$ cat src/rtl/uart_tx_sched.sv
// Two-requester round-robin scheduler feeding a single UART transmitter.
// Define UART_TX_SCHED_PARITY_EN to insert an even-parity bit after the data bits.
module uart_tx_sched #(
  parameter int DATA_BITS = 8,
  parameter int STOP_BITS = 1
) (
  input  logic       clk,
  input  logic       rst,
  input  logic       baud_tick,
  input  logic [1:0] req,
  input  logic [7:0] data0,
  input  logic [7:0] data1,
  output logic [1:0] ack,
  output logic       tx,
  output logic       busy,
  output logic       owner
);

  typedef enum logic [2:0] {
    IDLE,
    START,
    DATA,
`ifdef UART_TX_SCHED_PARITY_EN
    PARITY,
`endif
    STOP
  } state_t;

  localparam logic [2:0] LAST_BIT  = 3'(DATA_BITS - 1);
  localparam logic       LAST_STOP = 1'(STOP_BITS - 1);

  state_t     state_q, state_d;
  logic [7:0] shift_q, shift_d;
  logic [2:0] bitCnt_q, bitCnt_d;
  logic       stopCnt_q, stopCnt_d;
  logic       tx_q, tx_d;
  logic       busy_q, busy_d;
  logic       owner_q, owner_d;
  logic       lastGrant_q, lastGrant_d;
  logic       winner;
  logic       canGrant;
  logic [7:0] winData;
`ifdef UART_TX_SCHED_PARITY_EN
  localparam logic [7:0] DATA_MASK = 8'((16'd1 << DATA_BITS) - 16'd1);
  logic       parity_q, parity_d;
`endif

  // lastGrant_q resets to 1 so requester 0 wins the first contested grant.
  always_ff @(posedge clk or posedge rst) begin
    if (rst) begin
      state_q     <= IDLE;
      shift_q     <= '0;
      bitCnt_q    <= '0;
      stopCnt_q   <= 1'b0;
      tx_q        <= 1'b1;
      busy_q      <= 1'b0;
      owner_q     <= 1'b0;
      lastGrant_q <= 1'b1;
`ifdef UART_TX_SCHED_PARITY_EN
      parity_q    <= 1'b0;
`endif
    end else begin
      state_q     <= state_d;
      shift_q     <= shift_d;
      bitCnt_q    <= bitCnt_d;
      stopCnt_q   <= stopCnt_d;
      tx_q        <= tx_d;
      busy_q      <= busy_d;
      owner_q     <= owner_d;
      lastGrant_q <= lastGrant_d;
`ifdef UART_TX_SCHED_PARITY_EN
      parity_q    <= parity_d;
`endif
    end
  end

  always_comb begin
    state_d     = state_q;
    shift_d     = shift_q;
    bitCnt_d    = bitCnt_q;
    stopCnt_d   = stopCnt_q;
    tx_d        = tx_q;
    busy_d      = busy_q;
    owner_d     = owner_q;
    lastGrant_d = lastGrant_q;
    canGrant    = 1'b0;
    ack         = 2'b00;
`ifdef UART_TX_SCHED_PARITY_EN
    parity_d    = parity_q;
`endif

    case (req)
      2'b01:   winner = 1'b0;
      2'b10:   winner = 1'b1;
      default: winner = ~lastGrant_q;
    endcase
    winData = winner ? data1 : data0;

    case (state_q)
      IDLE: begin
        if (baud_tick && req != 2'b00) canGrant = 1'b1;
      end
      START: begin
        if (baud_tick) begin
          tx_d     = shift_q[0];
          bitCnt_d = '0;
          state_d  = DATA;
        end
      end
      DATA: begin
        if (baud_tick) begin
          if (bitCnt_q == LAST_BIT) begin
`ifdef UART_TX_SCHED_PARITY_EN
            tx_d      = parity_q;
            state_d   = PARITY;
`else
            tx_d      = 1'b1;
            stopCnt_d = 1'b0;
            state_d   = STOP;
`endif
          end else begin
            shift_d  = shift_q >> 1;
            tx_d     = shift_q[1];
            bitCnt_d = bitCnt_q + 3'd1;
          end
        end
      end
`ifdef UART_TX_SCHED_PARITY_EN
      PARITY: begin
        if (baud_tick) begin
          tx_d      = 1'b1;
          stopCnt_d = 1'b0;
          state_d   = STOP;
        end
      end
`endif
      STOP: begin
        if (baud_tick) begin
          if (stopCnt_q == LAST_STOP) begin
            if (req != 2'b00) begin
              canGrant = 1'b1;
            end else begin
              busy_d  = 1'b0;
              state_d = IDLE;
            end
          end else begin
            stopCnt_d = stopCnt_q + 1'b1;
          end
        end
      end
      default: state_d = IDLE;
    endcase

    // Grant overrides the per-state updates; the final stop tick chains straight into the next start bit.
    if (canGrant && !rst) begin
      ack         = winner ? 2'b10 : 2'b01;
      shift_d     = winData;
      owner_d     = winner;
      lastGrant_d = winner;
      busy_d      = 1'b1;
      tx_d        = 1'b0;
      state_d     = START;
`ifdef UART_TX_SCHED_PARITY_EN
      parity_d    = ^(winData & DATA_MASK);
`endif
    end
  end

  assign tx    = tx_q;
  assign busy  = busy_q;
  assign owner = owner_q;

endmodule

$ cat config.mk
export PLATFORM = sky130hd
export DESIGN_NAME = uart_tx_sched
export DESIGN_NICKNAME = d
export VERILOG_FILES = /design/src/rtl/uart_tx_sched.sv
export SDC_FILE = /design/constraint.sdc
export NUM_CORES = 1
export LEC_CHECK = 0
export ABC_AREA = 1
export BUFFER_PORTS_ARGS = -buffer_cell sky130_fd_sc_hd__buf_2
export CORE_MARGIN = 1
export CORE_UTILIZATION = 40
export CTS_CLUSTER_DIAMETER = 30
export DETAILED_ROUTE_END_ITERATION = 8
export SYNTH_ARGS = -nofsm -noshare
export SYNTH_HDL_FRONTEND = slang
export SYNTH_SLANG_ARGS = --single-unit
$ cat constraint.sdc
create_clock -name clk -period 1.9 [get_ports clk]
set_input_delay 0.38 -clock clk [delete_from_list [all_inputs] [get_ports clk]]
set_output_delay 0.38 -clock clk [all_outputs]
set_load 0.02 [all_outputs]
==> results.toml <==
[timing]
slew_headroom_pct = 57.8
worstMarginPinSlew_ns = 0.633
setup_viol_count_final = 0
fin_crit_ns = 1.85
worst_slack_ns = 0.0510
clock_skew_ns = 0.00523
fmax_mhz = 541
fin_crit_sh_pct = 97.3
drv_slew = 0
final_hold_viol_count = 0
rsz0062_at_grt = "true"

[yosys]
syn_inst = 156
synth.most_common_cell = "nand2_1"
synth.area.mux_share_pct = 0.896
ys_ff_latch = 17
syn-num-nets = 185
synth_warnings = 0
synth_edf_count = 0
synth_top_family_by_area = "simple AND/OR/NAND/NOR gates"
synthAdderAreaFrac_pct = 8.96
yosysSeqAreaShare_pct = 38.3
syn_area_mm2 = 0.00112
syn_area_per_cell_um2 = 7.16
synth_cell_type_count = 21
synth_xor_area_share_pct = 0
yosys.area_share.simple_pct = 38.4
yosys.area.top_type_share_pct = 33.6
synth-main-ff-cell = "dfrtp_1"
synth_compound_area_share_pct = 5.38
yosys.area.top_type = "dfrtp_1"
synth_commonest_cells = "nand2_1, nand3_1, inv_1"
synth-async-reset-ratio_pct = 100
synth.area.top_cells = "dfrtp_1, nand2_1, nand3_1"

[final_layout]
area_growth_pct = 25.3
fin_util_pct = 54.5
layout-drive-gt1-share_pct = 29.0
num_antenna_cells = 0
nNetsFinal = 223

[routing]
antenna_left = 0
wire_per_inst_um = 10.6
dr_total_vias = 1074
routed_wl_um = 2370
drt_pass1_iterations = 4
drc = 0
via_per_inst = 4.82
initialDrtViolationCount = 17

[worst_setup_path]
crit_required_ns = 1.52
rr_startpoint = "state_q[0]"
crit_path_end_kind = "output port"
worstPathArrival_ns = 1.47
start_kind = "flip-flop"
regToRegSetupSlack_ns = 0.20
ff2ff_path_depth = 7
cp_max_fo = 5
worstSetupPathType = "flip-flop to output port"
cp_cell_sequence = "inv_2 -> ha_4 -> nor2_4 -> nand3_4 -> a21oi_2 -> buf_4"
cp_top_family = "flip-flops"
slowest_stage = "dfrtp_1"
cp_slowest_stage_delay_ns = 0.40
timing.rr.end = "bitCnt_q[2]"
path_buf_inv = 2

[cts]
cts-root-buf = "clkbuf_4"
postCtsHoldBufs = 0
cts_inserted_buffers = 3
path_clk_slew_ns = 0.10
clock_path_buffers = 2
htreeDepth = 1
clock_sinks = 17
cts_tree = "built"
worstSkewPairLatency_ns = 0.29

[floorplan]
initial_core_util_pct = 43.5
dieArea_mm2 = 0.00301
die_x_um = 54.9
pin_count = 26
rows = 18
die_h_um = 54.9
core_area_mm2 = 0.00257

[power]
p_leak_nw = 0.808
power_density_mw_per_mm2 = 1220
vdd_ir_drop_max_v = 0.000827

[global_route]
grt_pass1_wl_um = 3970
grt_pass1_vias = 1011
grt-ovfl-total = 0
grt_max_degree = 18
antenna_found_initial = 0
track_usage_pct = 18.4

[worst_hold_path]
hold_class = "input port to asynchronous set/reset pin"

[placement]
numPortBuffers = 25
post-place-ws_ns = 0.144
dp_hpwl_um = 1840
globalplace.congestion = 0.745

[status]
status = "finished clean"

[flow_run]
cap_violations = 0
[routing by layer]
metal | vias to the layer above | global-route usage [%] | part of all wire (%)
met3 | 2 | 5.00 | 2.9
met2 | 11 | 33.5 | 48
met4 | 0 | 2.56 | 0.68
met5 | - | 0 | 0
li1 | 566 | - | -
met1 | 495 | 21.6 | 49
[area by class of cell]
cell class	count	area, µm²
fillers	265	1170
multi-input cells	118	631
flip-flops and latches	17	428
repair buffers	35	205
inverters	19	71.3
well taps	30	37.5
clock buffers	3	22.5
clock inverters	1	5.00
[sequential cells by signal, summed over array words and instances (netlist names)]
| name | flops |
|---|---|
| state_q | 2 |
| bitCnt_q | 3 |
| tx | 1 |
| lastGrant_q | 1 |
| busy | 1 |
| shift_q | 8 |
| owner | 1 |
[placed cells by master (no fill, tap or decap)]
cell type / Yosys / routed
clkinv_2: 0 / 1
dfrtp_1: 15 / 15
o21ai_0: 4 / 4
dfstp_2: 2 / 2
inv_1: 16 / 13
nor2_4: 1 / 1
o21bai_1: 1 / 1
mux2i_1: 1 / 1
buf_4: 1 / 12
inv_2: 3 / 6
nand3_1: 22 / 22
o21ai_1: 1 / 1
nand2_4: 1 / 1
ha_1: 8 / 6
a21oi_1: 4 / 3
buf_2: 0 / 23
o31ai_1: 1 / 1
a21oi_2: 0 / 1
clkbuf_4: 0 / 3
ha_4: 0 / 2
nand2_1: 69 / 68
nand2_2: 1 / 2
nand3_4: 1 / 1
nor2_2: 1 / 1
nor2_1: 2 / 2
[cells by family (layout without fill, tap and decap cells)]
family                   count (synthesis)  after routing
AND/OR/NAND/NOR                         98             98
buffers and inverters                   21             58
adder cells (fa/ha/maj)                  8              8
flip-flops                              17             17
multiplexers                             1              1
AO/OA/AOI/OAI                           11             11
[how the worst max path moves through the flow]
stage	from	endpoint	slack, ns	cells past startpoint
CTS	state_q[0]	ack[1]	0.01	6
floorplan	state_q[0]	ack[1]	0.09	5
finish	state_q[1]	ack[1]	0.05	6
detailed placement	state_q[0]	ack[1]	0.14	6
global placement	state_q[0]	ack[1]	0.16	6
global route	state_q[1]	ack[1]	-0.03	6
[metrics by stage]
stage               hold WS (ns)  instances  power (mW)  cell area (µm²)  setup TNS, ns
detailed placement         0.466        214        1.42             1300              0
global route               0.224        223        1.88             1400        -0.0263
floorplan                  0.305        156        1.22             1120              0
CTS                        0.191        220        1.69             1370              0
finish                     0.165        223        1.71             1400              0
global placement           0.462        214        1.39             1300              0
[power by group]
group	switching (mW)	internal, mW	leakage (nW)	total [mW]
combinational	0.543	0.377	0.577	0.920
clock	0.112	0.0783	0.0177	0.190
sequential	0.0837	0.520	0.213	0.603
[what timing repair did]
item,4_1_cts,5_1_grt
buffers inserted,2,3
gates cloned,0,0
endpoints found under the setup margin,2,2
pin swaps,0,2
resized for setup,8,2
Note: power is estimated with default switching activity, not from simulation.
